<file path="config.mk">
export PLATFORM = sky130hd
export DESIGN_NAME = mat_loader_flat
export DESIGN_NICKNAME = d
export VERILOG_FILES = /design/src/rtl/mat_loader_pkg.sv /design/src/rtl/mat_loader_if.sv /design/src/rtl/mat_ram.sv /design/src/rtl/mat_loader.sv /design/src/flat_wrapper.sv
export SDC_FILE = /design/constraint.sdc
export NUM_CORES = 1
export LEC_CHECK = 0
export ABC_AREA = 1
export BUFFER_PORTS_ARGS = -buffer_cell sky130_fd_sc_hd__buf_4
export CELL_PAD_IN_SITES_DETAIL_PLACEMENT = 0
export CELL_PAD_IN_SITES_GLOBAL_PLACEMENT = 1
export CORE_ASPECT_RATIO = 0.75
export CORE_MARGIN = 2
export CORE_UTILIZATION = 35
export DETAILED_ROUTE_END_ITERATION = 16
export PLACE_DENSITY_LB_ADDON = 0.25
export SYNTH_ARGS = -nofsm -noshare
export SYNTH_HDL_FRONTEND = slang
export SYNTH_SLANG_ARGS = --single-unit
</file>
<file path="constraint.sdc">
create_clock -name clk -period 4.7 [get_ports clk]
set_clock_uncertainty 0.1 [all_clocks]
set_input_delay 0.47 -clock clk [delete_from_list [all_inputs] [get_ports clk]]
set_output_delay 0.47 -clock clk [all_outputs]
set_load 0.005 [all_outputs]
</file>
<file path="src/rtl/mat_loader_pkg.sv">
// Shared definitions for the matrix loader: FSM state encoding, the
// ceiling-log2 helper macro and the constants derived from the default
// matrix geometry (8 x 10 elements over GF(3), two elements per word).

`define CLOG2(x) (((x) <= 1) ? 1 : $clog2(x))

package mat_loader_pkg;

   typedef enum logic [2:0] {
      ST_IDLE,
      ST_LOAD,
      ST_START,
      ST_RUN,
      ST_UNLOAD
   } state_t;

   localparam int L_DEF = 8;
   localparam int K_DEF = 10;
   localparam int N_DEF = 2;
   localparam int Q_DEF = 3;

   localparam int EW    = `CLOG2(Q_DEF);
   localparam int WW    = N_DEF * EW;
   localparam int DEPTH = L_DEF * K_DEF / N_DEF;
   localparam int AW    = `CLOG2(DEPTH);

endpackage

</file>
<file path="src/rtl/mat_loader_if.sv">
// Bundle of the host load/unload streams, the systemizer control/status and
// memory port, and the job status flags. The loader is the slave side; the
// host and systemizer together form the master side.

interface mat_loader_if #(
   parameter int WORD_W = mat_loader_pkg::WW,
   parameter int ADDR_W = mat_loader_pkg::AW
);
   logic              cmd_load;
   logic              in_valid;
   logic [WORD_W-1:0] in_data;
   logic              in_ready;
   logic              out_valid;
   logic [WORD_W-1:0] out_data;
   logic              out_ready;
   logic              sys_start;
   logic              sys_done;
   logic              sys_fail;
   logic              sys_success;
   logic              sys_rd_en;
   logic [ADDR_W-1:0] sys_rd_addr;
   logic [WORD_W-1:0] sys_rd_data;
   logic              sys_wr_en;
   logic [ADDR_W-1:0] sys_wr_addr;
   logic [WORD_W-1:0] sys_wr_data;
   logic              busy;
   logic              res_ok;
   logic              res_fail;
   logic              err_elem;

   modport slave (
      input  cmd_load, in_valid, in_data, out_ready,
             sys_done, sys_fail, sys_success,
             sys_rd_en, sys_rd_addr, sys_wr_en, sys_wr_addr, sys_wr_data,
      output in_ready, out_valid, out_data, sys_start, sys_rd_data,
             busy, res_ok, res_fail, err_elem
   );

   modport master (
      output cmd_load, in_valid, in_data, out_ready,
             sys_done, sys_fail, sys_success,
             sys_rd_en, sys_rd_addr, sys_wr_en, sys_wr_addr, sys_wr_data,
      input  in_ready, out_valid, out_data, sys_start, sys_rd_data,
             busy, res_ok, res_fail, err_elem
   );
endinterface

</file>
<file path="src/rtl/mat_ram.sv">
// Matrix storage: one synchronous read port with a registered output that
// holds when no read is issued, and one synchronous write port. A read and a
// write to the same address in one cycle returns the previous contents.

module mat_ram
   import mat_loader_pkg::*;
#(
   parameter int WORD_W    = WW,
   parameter int MEM_DEPTH = DEPTH,
   parameter int ADDR_W    = AW
) (
   input  logic              clk,
   input  logic              rst_n,
   input  logic              rd_en,
   input  logic [ADDR_W-1:0] rd_addr,
   output logic [WORD_W-1:0] rd_data,
   input  logic              wr_en,
   input  logic [ADDR_W-1:0] wr_addr,
   input  logic [WORD_W-1:0] wr_data
);

   logic [WORD_W-1:0] mem [MEM_DEPTH];

   // Write port.
   // NOTE: the array has no reset so it maps onto RAM macros; contents are undefined until loaded.
   always_ff @(posedge clk) begin
      if (wr_en) mem[wr_addr] <= wr_data;
   end

   // Read port: registered data, held between reads.
   // NOTE: non-blocking assignment here is what makes a same-address read return the old word.
   always_ff @(posedge clk or negedge rst_n) begin
      if (!rst_n)     rd_data <= '0;
      else if (rd_en) rd_data <= mem[rd_addr];
   end

endmodule

</file>
<file path="src/rtl/mat_loader.sv">
// Job sequencer around the matrix RAM: loads the host stream (scrubbing
// out-of-field elements), starts the systemizer and lends it the RAM, then
// streams the result back through a one-entry prefetch buffer.

module mat_loader
   import mat_loader_pkg::*;
#(
   parameter int L = 8,
   parameter int K = 10,
   parameter int N = 2,
   parameter int Q = 3
) (
   input logic         clk,
   input logic         rst_n,
   mat_loader_if.slave bus
);

   localparam int ELEM_W    = `CLOG2(Q);
   localparam int WORD_W    = N * ELEM_W;
   localparam int MEM_DEPTH = L * K / N;
   localparam int ADDR_W    = `CLOG2(MEM_DEPTH);
   localparam logic [ADDR_W-1:0] LAST = ADDR_W'(MEM_DEPTH - 1);

   state_t            state_q, state_d;
   logic [ADDR_W-1:0] cnt_q, cnt_d;
   logic              ok_q, ok_d, fail_q, fail_d, err_q, err_d;
   logic              pf_valid_q, pf_valid_d;   // prefetch buffer holds an unsent word
   logic              rd_done_q, rd_done_d;     // last unload address has been read
   logic              sys_pend_q;               // systemizer read data is on the RAM output
   logic [WORD_W-1:0] sys_hold_q;               // last systemizer read result

   logic              ram_rd_en, ram_wr_en;
   logic [ADDR_W-1:0] ram_rd_addr, ram_wr_addr;
   logic [WORD_W-1:0] ram_rd_data, ram_wr_data;
   logic [WORD_W-1:0] clean_data;
   logic              bad_elem;
   logic              issue;

   mat_ram #(.WORD_W(WORD_W), .MEM_DEPTH(MEM_DEPTH), .ADDR_W(ADDR_W)) u_ram (
      .clk     (clk),
      .rst_n   (rst_n),
      .rd_en   (ram_rd_en),
      .rd_addr (ram_rd_addr),
      .rd_data (ram_rd_data),
      .wr_en   (ram_wr_en),
      .wr_addr (ram_wr_addr),
      .wr_data (ram_wr_data)
   );

   // Replace any element outside the field with zero and flag it.
   always_comb begin
      clean_data = bus.in_data;
      bad_elem   = 1'b0;
      for (int e = 0; e < N; e++) begin
         if (int'(bus.in_data[e*ELEM_W +: ELEM_W]) >= Q) begin
            clean_data[e*ELEM_W +: ELEM_W] = '0;
            bad_elem = 1'b1;
         end
      end
   end

   // Next-state logic, RAM port muxing and unload prefetch control.
   // NOTE: every signal gets a default first so no path through the case leaves a latch.
   always_comb begin
      state_d     = state_q;
      cnt_d       = cnt_q;
      ok_d        = ok_q;
      fail_d      = fail_q;
      err_d       = err_q;
      pf_valid_d  = pf_valid_q;
      rd_done_d   = rd_done_q;
      ram_wr_en   = 1'b0;
      ram_wr_addr = cnt_q;
      ram_wr_data = clean_data;
      ram_rd_en   = 1'b0;
      ram_rd_addr = cnt_q;
      issue       = 1'b0;
      unique case (state_q)
         ST_IDLE: begin
            if (bus.cmd_load) begin
               state_d = ST_LOAD;
               cnt_d   = '0;
               ok_d    = 1'b0;
               fail_d  = 1'b0;
               err_d   = 1'b0;
            end
         end
         ST_LOAD: begin
            if (bus.in_valid) begin
               ram_wr_en = 1'b1;
               if (bad_elem) err_d = 1'b1;
               if (cnt_q == LAST) state_d = ST_START;
               else               cnt_d   = cnt_q + 1'b1;
            end
         end
         ST_START: state_d = ST_RUN;
         ST_RUN: begin
            ram_wr_en   = bus.sys_wr_en;
            ram_wr_addr = bus.sys_wr_addr;
            ram_wr_data = bus.sys_wr_data;
            ram_rd_en   = bus.sys_rd_en;
            ram_rd_addr = bus.sys_rd_addr;
            if (bus.sys_done) begin
               state_d   = ST_UNLOAD;
               ok_d      = bus.sys_success;
               fail_d    = bus.sys_fail;
               cnt_d     = '0;
               rd_done_d = 1'b0;
            end
         end
         ST_UNLOAD: begin
            // Refill the buffer whenever it is empty or being drained this cycle.
            issue     = (!pf_valid_q || bus.out_ready) && !rd_done_q;
            ram_rd_en = issue;
            if (issue) begin
               if (cnt_q == LAST) rd_done_d = 1'b1;
               else               cnt_d     = cnt_q + 1'b1;
            end
            pf_valid_d = issue || (pf_valid_q && !bus.out_ready);
            if (pf_valid_q && bus.out_ready && rd_done_q) state_d = ST_IDLE;
         end
         default: state_d = ST_IDLE;
      endcase
   end

   // State and status registers.
   always_ff @(posedge clk or negedge rst_n) begin
      if (!rst_n) begin
         state_q    <= ST_IDLE;
         cnt_q      <= '0;
         ok_q       <= 1'b0;
         fail_q     <= 1'b0;
         err_q      <= 1'b0;
         pf_valid_q <= 1'b0;
         rd_done_q  <= 1'b0;
         sys_pend_q <= 1'b0;
         sys_hold_q <= '0;
      end else begin
         state_q    <= state_d;
         cnt_q      <= cnt_d;
         ok_q       <= ok_d;
         fail_q     <= fail_d;
         err_q      <= err_d;
         pf_valid_q <= pf_valid_d;
         rd_done_q  <= rd_done_d;
         sys_pend_q <= (state_q == ST_RUN) && bus.sys_rd_en;
         if (sys_pend_q) sys_hold_q <= ram_rd_data;
      end
   end

   assign bus.in_ready    = (state_q == ST_LOAD);
   assign bus.sys_start   = (state_q == ST_START);
   assign bus.busy        = (state_q != ST_IDLE);
   assign bus.out_valid   = pf_valid_q;
   assign bus.out_data    = ram_rd_data;
   // The RAM output is shared with unload, so the systemizer sees a held copy once its read is consumed.
   assign bus.sys_rd_data = sys_pend_q ? ram_rd_data : sys_hold_q;
   assign bus.res_ok      = ok_q;
   assign bus.res_fail    = fail_q;
   assign bus.err_elem    = err_q;

endmodule

</file>
<file path="src/flat_wrapper.sv">
// flat-port wrapper written by rule: the top's interface ports become plain ports
module mat_loader_flat import mat_loader_pkg::*;
#(
   parameter int L = 8,
   parameter int K = 10,
   parameter int N = 2,
   parameter int Q = 3
)
  (clk, rst_n, bus_cmd_load, bus_in_valid, bus_in_data, bus_out_ready, bus_sys_done, bus_sys_fail, bus_sys_success, bus_sys_rd_en, bus_sys_rd_addr, bus_sys_wr_en, bus_sys_wr_addr, bus_sys_wr_data, bus_in_ready, bus_out_valid, bus_out_data, bus_sys_start, bus_sys_rd_data, bus_busy, bus_res_ok, bus_res_fail, bus_err_elem);
  mat_loader_if #(.WORD_W(WW), .ADDR_W(AW)) bus_i ();
  input logic clk;
  input logic rst_n;
  input wire logic [$bits(bus_i.cmd_load)-1:0] bus_cmd_load;
  input wire logic [$bits(bus_i.in_valid)-1:0] bus_in_valid;
  input wire logic [$bits(bus_i.in_data)-1:0] bus_in_data;
  input wire logic [$bits(bus_i.out_ready)-1:0] bus_out_ready;
  input wire logic [$bits(bus_i.sys_done)-1:0] bus_sys_done;
  input wire logic [$bits(bus_i.sys_fail)-1:0] bus_sys_fail;
  input wire logic [$bits(bus_i.sys_success)-1:0] bus_sys_success;
  input wire logic [$bits(bus_i.sys_rd_en)-1:0] bus_sys_rd_en;
  input wire logic [$bits(bus_i.sys_rd_addr)-1:0] bus_sys_rd_addr;
  input wire logic [$bits(bus_i.sys_wr_en)-1:0] bus_sys_wr_en;
  input wire logic [$bits(bus_i.sys_wr_addr)-1:0] bus_sys_wr_addr;
  input wire logic [$bits(bus_i.sys_wr_data)-1:0] bus_sys_wr_data;
  output wire logic [$bits(bus_i.in_ready)-1:0] bus_in_ready;
  output wire logic [$bits(bus_i.out_valid)-1:0] bus_out_valid;
  output wire logic [$bits(bus_i.out_data)-1:0] bus_out_data;
  output wire logic [$bits(bus_i.sys_start)-1:0] bus_sys_start;
  output wire logic [$bits(bus_i.sys_rd_data)-1:0] bus_sys_rd_data;
  output wire logic [$bits(bus_i.busy)-1:0] bus_busy;
  output wire logic [$bits(bus_i.res_ok)-1:0] bus_res_ok;
  output wire logic [$bits(bus_i.res_fail)-1:0] bus_res_fail;
  output wire logic [$bits(bus_i.err_elem)-1:0] bus_err_elem;
  assign bus_i.cmd_load = bus_cmd_load;
  assign bus_i.in_valid = bus_in_valid;
  assign bus_i.in_data = bus_in_data;
  assign bus_i.out_ready = bus_out_ready;
  assign bus_i.sys_done = bus_sys_done;
  assign bus_i.sys_fail = bus_sys_fail;
  assign bus_i.sys_success = bus_sys_success;
  assign bus_i.sys_rd_en = bus_sys_rd_en;
  assign bus_i.sys_rd_addr = bus_sys_rd_addr;
  assign bus_i.sys_wr_en = bus_sys_wr_en;
  assign bus_i.sys_wr_addr = bus_sys_wr_addr;
  assign bus_i.sys_wr_data = bus_sys_wr_data;
  assign bus_in_ready = bus_i.in_ready;
  assign bus_out_valid = bus_i.out_valid;
  assign bus_out_data = bus_i.out_data;
  assign bus_sys_start = bus_i.sys_start;
  assign bus_sys_rd_data = bus_i.sys_rd_data;
  assign bus_busy = bus_i.busy;
  assign bus_res_ok = bus_i.res_ok;
  assign bus_res_fail = bus_i.res_fail;
  assign bus_err_elem = bus_i.err_elem;
  mat_loader #(.L(L), .K(K), .N(N), .Q(Q)) u_core (.clk(clk), .rst_n(rst_n), .bus(bus_i));
endmodule
</file>
==> results of run 1 <==
==> per-stage QoR <==
step | instances | util, % | worst slack, ns
final | 1166 | 40.76 | 1.499
after detailed placement | 1133 | 38.19 | 1.479
after global placement | 1133 | 38.19 | 1.503
after floorplan | 809 | - | 1.515
after global routing | 1166 | 40.76 | 1.202
after CTS | 1166 | 40.76 | 1.460
==> cell usage after synthesis, types with 5 or more instances <==
| library cell | count | area share, % |
|---|---|---|
| sky130_fd_sc_hd__o21ai_0 | 20 | 1.2 |
| sky130_fd_sc_hd__nand3b_1 | 56 | 5.0 |
| sky130_fd_sc_hd__buf_2 | 19 | 1.1 |
| sky130_fd_sc_hd__o21ai_1 | 7 | 0.41 |
| sky130_fd_sc_hd__o211ai_1 | 16 | 1.4 |
| sky130_fd_sc_hd__clkbuf_1 | 9 | 0.40 |
| sky130_fd_sc_hd__buf_1 | 5 | 0.22 |
| sky130_fd_sc_hd__a21oi_1 | 10 | 0.59 |
| sky130_fd_sc_hd__edfxtp_1 | 160 | 57 |
| sky130_fd_sc_hd__nand2_1 | 121 | 5.4 |
| sky130_fd_sc_hd__dfrtp_1 | 23 | 6.8 |
| sky130_fd_sc_hd__nor2_1 | 63 | 2.8 |
| sky130_fd_sc_hd__nand3_1 | 139 | 8.2 |
| sky130_fd_sc_hd__inv_2 | 6 | 0.27 |
| sky130_fd_sc_hd__inv_1 | 112 | 5.0 |
==> layer usage <==
layer	up-vias	routed length (um)	global-route usage, %
met4	0	223	4.505
met2	162	9402	25.56
met1	2904	11840	29.94
met3	16	1266	3.755
li1	2848	-	-
met5	-	0	0
==> repair_timing <==
action,CTS,global route
setup endpoints to repair,0,0
hold endpoints to repair,23,0
hold buffers,1,0
==> final cells by class <==
type | count | area share, %
Sequential cell | 183 | 55.34
Multi-Input combinational cell | 472 | 25.68
Inverter | 118 | 4.556
Clock buffer | 17 | 4.376
Timing Repair Buffer | 55 | 4.273
Tap cell | 306 | 3.938
Clock inverter | 15 | 1.840
==> path summary, 6_finish.rpt <==
| kind | startpoint | to | slack (ns) | cells after the start |
|---|---|---|---|---|
| worst min-delay path | bus_sys_success | u_core.bus.res_ok | 0.17 | 3 |
| max in group asynchronous | rst_n | u_core.bus.out_valid | 3.84 | 2 |
| worst max register to register | u_core.state_q[0] | u_core.u_ram.rd_data[2] | 1.50 | 12 |
| worst max-delay path | u_core.state_q[0] | u_core.u_ram.rd_data[2] | 1.50 | 12 |
| worst min register to register | u_core.sys_hold_q[3] | u_core.sys_hold_q[3] | 0.40 | 1 |
| min in group asynchronous | rst_n | u_core.sys_hold_q[2] | 0.38 | 2 |
==> cell families after synthesis <==
logic type	share of synthesized area [%]
AOI/OAI and AO/OA	5.096
adders and majority gates	0.1481
buffers and inverters	7.392
DFF	63.70
muxes	0.5333
and+or+nand+nor	23.13
==> tightest hold or removal path, delay by kind of cell <==
| kind | cells | cell delay, ns |
|---|---|---|
| and+or+nand+nor | 2 | 0.12 |
| buffers and inverters | 1 | 0.08 |
==> power by group <==
part,switching [W],leakage (nW),internal [W]
clock network,0.000640,0.293,0.000840
registers,0.0000707,1.75,0.00200
logic,0.00182,1.81,0.000734
==> registers in the layout, summed over array words and instances, names as in the netlist, 3 cells and up <==
signal                flops
u_core.sys_hold_q         4
u_core.u_ram.mem        160
u_core.u_ram.rd_data      4
u_core.cnt_q              6
u_core.state_q            3
==> flow_metrics.py, run 1 <==
metrics = {
    "run_status": {
        "run_status": "finished, final reports clean",
    },
    "worst_setup_path": {
        "critical_path.endpoint_type": "flop",
        "crit_path_cell_trace": "nand2_1, nor2_4, nand2_4, buf_4, nand2_4, buf_4, o21ai_0, o211ai_1, nand3_1, nand2_1, inv_2, a21oi_2",
        "worst_path_max_delay_cell": "sky130_fd_sc_hd__dfrtp_1",
        "slowest_delay_ns": 0.47,
        "crit_family": "simple AND/OR/NAND/NOR gates",
        "critical_path_required_ns": 4.96,
        "cp_num_buf_inv": 3,
        "worst-endpoint-arrival_ns": 3.46,
        "cp_max_fo": 61,
        "critPathLaunchType": "flop",
        "path_class": "reg -> reg",
    },
    "final_layout": {
        "insertedDiodeCount": 0,
        "flow.area_growth_from_synthesis_pct": 15.11,
        "mostFrequentLayoutCell": "sky130_fd_sc_hd__edfxtp_1",
        "nNetsFinal": 878,
        "post_route_standard_cell_area_excluding_fillers_um2": 9722,
        "final_cell_mix": "160 x sky130_fd_sc_hd__edfxtp_1, 139 x sky130_fd_sc_hd__nand3_1, 121 x sky130_fd_sc_hd__nand2_1",
        "multiInputGateArea_um2": 2496,
        "ff_latch_area_um2": 5380,
        "drive_above_1_share_pct": 13.37,
        "filler_cells": 2320,
    },
    "detailed_routing": {
        "drt.antenna.violating_nets": 0,
        "routed_wl_um": 22740,
        "dr.pass1.iters": 5,
        "routed_via_density": 5.086,
        "drc": 0,
        "routedWlPerCell_um": 19.50,
        "drt_iter0_markers": 552,
        "route.vias.total": 5930,
    },
    "timing": {
        "final-setup-viol-count": 0,
        "timing.setup.tns_ns": 0,
        "hold_ws_ns": 0.1719,
        "tightest_slew_ns": 0.7973,
        "final-hold-violation-count": 0,
        "rsz_0062_raised_after_global_routing": "false",
        "min_period_over_period_pct": 68.11,
        "timing.max_slew.rel_slack_pct": 46.85,
        "highest_achievable_clock_rate_mhz": 312.4,
        "report.final.slew_viol_count": 0,
        "post-route-min-period_ns": 3.201,
    },
    "clock_network": {
        "root_buffer": "sky130_fd_sc_hd__clkbuf_16",
        "cts_htree_levels": 4,
        "cts_resized": 0,
        "cts_tree": "built",
        "tritoncts.num_buffers": 17,
        "cts_num_sinks": 183,
        "post_cts_setup_inserts": 0,
        "latest_clock_arrival_within_the_worst_skew_pair_ns": 0.43,
        "cts.reportedPaths.clkPinSlew_ns": 0.07,
        "clk_path_buf_depth": 2,
    },
    "yosys": {
        "ys_seq_elements": 183,
        "yosysSeqAreaShare_pct": 63.70,
        "yosys_warnings": 0,
        "unique_cell_type_count_in_the_yosys_netlist": 36,
        "asyncSetResetFlopFracSynth_pct": 12.57,
        "post_synth_instance_area_um2": 8446,
        "post_synth_inst_count": 809,
        "number_of_flops_mapped_to_enable_cells_by_yosys": 160,
        "synth_net_count": 840,
        "yosys_most_used_dff": "sky130_fd_sc_hd__edfxtp_1",
        "avgSynthCellArea_um2": 10.44,
    },
    "power_and_ir_drop": {
        "leakagePower_nw": 3.845,
        "power_density_nw_per_um2": 628.3,
        "p_total_w": 0.006108,
        "power.ir.vdd_worst_mv": 0.3426,
    },
    "placed_design": {
        "dp_hpwl_um": 14770,
        "buffer_ports.inserted": 44,
        "gpl.final_weighted_congestion": 0.7896,
        "post_dp_cell_area_um2": 9107,
    },
    "die": {
        "start_util_pct": 35.41,
        "die-area_um2": 25400,
        "die_h_um": 138.5,
        "ioPinCount": 45,
        "die-width_um": 183.4,
        "floorplan.core_area_um2": 23850,
        "core.rowCount": 49,
    },
    "global_route": {
        "antenna_found_initial": 0,
        "grt_start_max_net_pins": 62,
        "wire_length_of_the_first_global_routing_pass_um": 35130,
        "first_global_vias": 5723,
        "grt-ovfl-total": 0,
        "global_route.usage.total_pct": 18.67,
    },
    "min_path": {
        "hold_path_class": "in -> reg",
    },
    "job": {
        "max_capacitance_violation_count": 0,
    },
}
Note: power is estimated with default switching activity, not from simulation.
==> run 2, diff against run 1 <==
==> constraint.sdc (replaced) <==
create_clock -name clk -period 3.2 [get_ports clk]
set_clock_uncertainty 0.1 [all_clocks]
set_input_delay 0.32 -clock clk [delete_from_list [all_inputs] [get_ports clk]]
set_output_delay 0.32 -clock clk [all_outputs]
set_load 0.005 [all_outputs]
==> flow_metrics.py, run 2 (synthesis gave the netlist of run 1 again) <==
metrics = {
    "timing": {
        "final-setup-viol-count": 0,
        "timing.max_slew.rel_slack_pct": 48.68,
        "min_period_over_period_pct": 83.03,
        "report.final.slew_viol_count": 0,
        "tightest_slew_ns": 0.7690,
        "final-hold-violation-count": 0,
        "post-route-min-period_ns": 2.657,
        "rsz_0062_raised_after_global_routing": "false",
        "timing.setup.tns_ns": 0,
        "highest_achievable_clock_rate_mhz": 376.4,
    },
    "clock_network": {
        "cts_resized": 0,
        "cts_tree": "built",
        "clk_path_buf_depth": 2,
        "root_buffer": "sky130_fd_sc_hd__clkbuf_16",
        "cts_num_sinks": 183,
        "latest_clock_arrival_within_the_worst_skew_pair_ns": 0.44,
        "tritoncts.num_buffers": 17,
        "cts_htree_levels": 4,
        "hold_buffers_post_cts": 2,
        "post_cts_setup_inserts": 0,
        "cts.reportedPaths.clkPinSlew_ns": 0.07,
    },
    "global_route": {
        "grt_start_max_net_pins": 61,
        "first_global_vias": 5657,
        "wire_length_of_the_first_global_routing_pass_um": 34600,
        "grt-ovfl-total": 0,
        "antenna_found_initial": 0,
        "global_route.usage.total_pct": 18.43,
    },
    "detailed_routing": {
        "drt_iter0_markers": 646,
        "route.vias.total": 6011,
        "drc": 0,
        "dr.pass1.iters": 5,
        "drt.antenna.violating_nets": 0,
        "routedWlPerCell_um": 19.26,
        "routed_via_density": 5.129,
        "routed_wl_um": 22570,
    },
    "power_and_ir_drop": {
        "leakagePower_nw": 3.895,
        "switching_power_w": 0.003800,
        "power.share.switching_pct": 41.59,
        "power_density_nw_per_um2": 931.7,
        "cellInternalPower_w": 0.005338,
        "pwr-share-clk_pct": 24.9,
        "power.share.combinational_pct": 41.9,
        "power.ir.vdd_worst_mv": 0.4301,
        "pwr-share-seq_pct": 33.2,
    },
    "worst_setup_path": {
        "cp_num_buf_inv": 3,
        "slowest_delay_ns": 0.48,
        "critical_path_required_ns": 3.47,
        "critical_path.endpoint_type": "flop",
        "crit_path_cell_trace": "inv_2, nand3_4, nand2_1, nand2_2, inv_2, buf_4, nand3_1, nand3_1, nand3_1, nand3_1, nand3_1, a21oi_2",
        "critPathLaunchType": "flop",
        "crit_family": "buffers and inverters",
        "cp_max_fo": 31,
        "worst_path_max_delay_cell": "sky130_fd_sc_hd__inv_2",
        "path_class": "reg -> reg",
        "worst-endpoint-arrival_ns": 2.92,
        "critPathMostFrequentCell": "sky130_fd_sc_hd__nand3_1",
    },
    "placed_design": {
        "buffer_ports.inserted": 44,
        "dp_hpwl_um": 14930,
        "gpl.final_weighted_congestion": 0.8244,
        "post-place-cells": 1138,
    },
    "final_layout": {
        "final_cell_mix": "160 x sky130_fd_sc_hd__edfxtp_1, 139 x sky130_fd_sc_hd__nand3_1, 121 x sky130_fd_sc_hd__nand2_1",
        "regMostFlops": "u_core.u_ram.mem",
        "drive_above_1_share_pct": 13.97,
        "insertedDiodeCount": 0,
        "nNetsFinal": 884,
        "mostFrequentLayoutCell": "sky130_fd_sc_hd__edfxtp_1",
        "number_of_flip_flops_under_the_largest_register_name": 160,
        "flow.area_growth_from_synthesis_pct": 16.12,
        "post_layout_nonfiller_instances": 1172,
        "largest_registers": "u_core.u_ram.mem: 160 flops, u_core.cnt_q: 6 flops",
    },
    "die": {
        "die-width_um": 183.4,
        "core.rowCount": 49,
        "floorplan.core_area_um2": 23850,
        "die_h_um": 138.5,
        "die-area_um2": 25400,
        "start_util_pct": 35.41,
        "ioPinCount": 45,
    },
    "job": {
        "max_capacitance_violation_count": 0,
    },
    "min_path": {
        "hold_path_class": "in -> reg",
    },
    "run_status": {
        "run_status": "finished, final reports clean",
    },
}
## run 2: power groups by stage
stage                     logic (W)  clock network [W]  registers [W]
after floorplan             0.00250                  0        0.00308
after global placement      0.00384                  0        0.00309
after detailed placement    0.00382                  0        0.00309
after CTS                   0.00383            0.00231        0.00304
after global routing        0.00423            0.00240        0.00306
final                       0.00383            0.00227        0.00304
## run 2: worst min-delay path: cells and delay by family
| family | cells | cell delay (ns) |
|---|---|---|
| simple gates | 2 | 0.12 |
| buf+inv | 1 | 0.08 |
## run 2: final timing paths
check / startpoint / depth (start not counted) / slack (ns) / endpoint
worst max-delay path: u_core.state_q[2] / 12 / 0.54 / u_core.u_ram.rd_data[1]
worst min-delay path: bus_sys_success / 3 / 0.01 / u_core.bus.res_ok
worst max register to register: u_core.state_q[2] / 12 / 0.54 / u_core.u_ram.rd_data[1]
worst min register to register: u_core.sys_hold_q[3] / 1 / 0.40 / u_core.sys_hold_q[3]
max in group asynchronous: rst_n / 2 / 2.52 / u_core.u_ram.rd_data[1]
min in group asynchronous: rst_n / 2 / 0.22 / u_core.sys_hold_q[1]
## run 2: cell type report
| cell class | instances | area, um2 |
|---|---|---|
| Sequential cell | 183 | 5380 |
| Fill cell | 2299 | 14040 |
| Multi-Input combinational cell | 472 | 2496 |
| Inverter | 118 | 442.9 |
| Tap cell | 306 | 382.9 |
| Clock inverter | 15 | 203.9 |
| Timing Repair Buffer | 61 | 475.5 |
| Clock buffer | 17 | 425.4 |
## run 2: metal layers
metal,vias to the layer above,GRT usage [%],wire (um)
met3,20,3.020,1305
met1,2931,29.66,11590
met4,0,5.389,261
met2,191,25.22,9412
li1,2869,-,-
met5,-,0,0
## run 2: metrics by stage
stage | instance area [um2] | worst slack (ns) | hold WS (ns) | total power [W] | util, %
4_1_cts | 9807 | 0.5505 | 0.002118 | 0.009175 | 41.12
6_report | 9807 | 0.5431 | 0.01398 | 0.009138 | 41.12
3_5_place_dp | 9158 | 0.5786 | 0.1535 | 0.006911 | 38.40
3_3_place_gp | 9158 | 0.5889 | 0.1519 | 0.006928 | 38.40
2_1_floorplan | 8446 | 0.01520 | -0.07559 | 0.005578 | -
5_1_grt | 9807 | 0.3550 | 0.03499 | 0.009682 | 41.12
==> run 3, diff against run 2 <==
==> constraint.sdc (replaced) <==
create_clock -name clk -period 2.28 [get_ports clk]
set_clock_uncertainty 0.1 [all_clocks]
set_input_delay 0.228 -clock clk [delete_from_list [all_inputs] [get_ports clk]]
set_output_delay 0.228 -clock clk [all_outputs]
set_load 0.005 [all_outputs]
==> flow_metrics.py, run 3 (synthesis gave the netlist of run 1 again) <==
metrics = {
    "run_status": {
        "run_status": "finished, final reports clean",
    },
    "placed_design": {
        "buffer_ports.inserted": 44,
        "gpl.final_weighted_congestion": 0.8472,
        "post-place-cells": 1203,
        "dp_hpwl_um": 15830,
    },
    "worst_setup_path": {
        "critical_path.endpoint_type": "flop",
        "worst-endpoint-arrival_ns": 2.25,
        "cp_max_fo": 5,
        "cp_num_buf_inv": 4,
        "critical_path_required_ns": 2.34,
        "slowest_delay_ns": 0.40,
        "crit_path_cell_trace": "buf_4, inv_1, nor3_4, a22o_1, nand2_1, inv_1, nand2_2, nor2_1, buf_4",
        "worst_path_max_delay_cell": "sky130_fd_sc_hd__dfrtp_1",
        "critPathLaunchType": "flop",
        "crit_family": "simple AND/OR/NAND/NOR gates",
        "path_class": "reg -> reg",
    },
    "final_layout": {
        "insertedDiodeCount": 0,
        "mostFrequentLayoutCell": "sky130_fd_sc_hd__edfxtp_1",
        "largest_registers": "u_core.u_ram.mem: 160 flops, u_core.cnt_q: 6 flops",
        "drive_above_1_share_pct": 25.85,
        "ff_latch_area_um2": 5381,
        "nNetsFinal": 958,
        "number_of_flip_flops_under_the_largest_register_name": 160,
        "regMostFlops": "u_core.u_ram.mem",
        "post_layout_nonfiller_instances": 1246,
        "flow.area_growth_from_synthesis_pct": 26.71,
        "filler_cells": 2274,
        "final_cell_mix": "160 x sky130_fd_sc_hd__edfxtp_1, 126 x sky130_fd_sc_hd__nand3_1, 113 x sky130_fd_sc_hd__buf_4",
        "multiInputGateArea_um2": 2695,
    },
    "power_and_ir_drop": {
        "power_density_nw_per_um2": 1301,
        "leakagePower_nw": 4.352,
        "power.ir.vdd_worst_mv": 0.8295,
    },
    "timing": {
        "final-setup-viol-count": 0,
        "final-hold-violation-count": 0,
        "timing.setup.tns_ns": 0,
        "highest_achievable_clock_rate_mhz": 455.8,
        "tightest_slew_ns": 0.4482,
        "report.final.slew_viol_count": 0,
        "min_period_over_period_pct": 96.23,
        "rsz_0062_raised_after_global_routing": "true",
        "post-route-min-period_ns": 2.194,
        "timing.max_slew.rel_slack_pct": 69.92,
    },
    "global_route": {
        "grt-ovfl-total": 0,
        "first_global_vias": 6186,
        "wire_length_of_the_first_global_routing_pass_um": 36490,
        "antenna_found_initial": 0,
        "grt_start_max_net_pins": 56,
        "global_route.usage.total_pct": 19.33,
    },
    "die": {
        "die-width_um": 183.4,
        "start_util_pct": 35.41,
        "core.rowCount": 49,
        "die-area_um2": 25400,
        "floorplan.core_area_um2": 23850,
        "ioPinCount": 45,
        "die_h_um": 138.5,
    },
    "detailed_routing": {
        "dr.pass1.iters": 4,
        "routed_via_density": 4.981,
        "drc": 0,
        "routed_wl_um": 23450,
        "drt.antenna.violating_nets": 0,
        "route.vias.total": 6206,
        "drt_iter0_markers": 568,
        "routedWlPerCell_um": 18.82,
    },
    "clock_network": {
        "latest_clock_arrival_within_the_worst_skew_pair_ns": 0.44,
        "cts_num_sinks": 183,
        "cts.reportedPaths.clkPinSlew_ns": 0.07,
        "cts_tree": "built",
        "cts_htree_levels": 4,
        "root_buffer": "sky130_fd_sc_hd__clkbuf_16",
        "clk_path_buf_depth": 2,
        "tritoncts.num_buffers": 17,
    },
    "min_path": {
        "hold_path_class": "in -> reg",
    },
    "job": {
        "max_capacitance_violation_count": 0,
    },
}
==> run 3: timing repair <==
item,CTS,global route
setup buffers,0,8
pin swaps,0,6
endpoints found under the hold margin,26,0
setup endpoints to repair,129,173
gates resized for setup,12,53
hold buffers,4,0
==> run 3: path summary, 6_finish.rpt <==
check | from | endpoint | slack, ns | depth (start not counted)
hold reg to reg | u_core.sys_hold_q[3] | u_core.sys_hold_q[3] | 0.40 | 1
setup / recovery | u_core.state_q[0] | u_core.u_ram.mem[4][2] | 0.09 | 9
max in group asynchronous | rst_n | u_core.state_q[2] | 1.70 | 2
hold / removal | bus_out_ready | u_core.bus.out_valid | 0.04 | 4
min in group asynchronous | rst_n | u_core.rd_done_q | 0.12 | 2
setup reg to reg | u_core.state_q[0] | u_core.u_ram.mem[4][2] | 0.09 | 9
==> run 3: metrics by stage <==
stage	hold WS [ns]	cell area, um2	util, %	setup WS [ns]	power, W
2_1_floorplan	-0.1676	8466	-	-0.1496	0.007832
3_3_place_gp	0.05196	9808	41.13	-0.07772	0.01051
3_5_place_dp	0.04827	9808	41.13	-0.1399	0.01052
4_1_cts	0.009438	10460	43.86	-0.07592	0.01353
5_1_grt	0.05113	10700	44.87	-0.03857	0.01474
6_report	0.03569	10700	44.87	0.08595	0.01393
==> run 3: layer usage <==
layer	vias to the layer above	global-route usage [%]	share of wire, %
li1	3016	-	-
met1	3035	29.45	50
met2	142	27.63	44
met3	13	4.307	5.2
met4	0	5.347	0.86
met5	-	0	0
==> run 3: tightest hold or removal path: stages <==
cell                      delay [ns]
sky130_fd_sc_hd__buf_4          0.09
sky130_fd_sc_hd__o21ai_0        0.08
sky130_fd_sc_hd__nand2_1        0.06
sky130_fd_sc_hd__o21ai_0        0.08
==> run 3: report_power, final <==
group	internal [W]	leakage (nW)	total [W]	switching (W)
clock	0.00156	0.289	0.00295	0.00139
sequential	0.00412	1.74	0.00424	0.000126
combinational	0.00248	2.32	0.00673	0.00425
total	0.00816	4.35	0.0139	0.00576
==> run 3: area by class of cell <==
type	count	share of cell area, %
clock buffer	18	4.010
clock inverter	14	1.438
timing repair buffer	135	11.36
inverter	118	4.139
multi-input combinational	472	25.18
sequential	183	50.29
tap	306	3.578
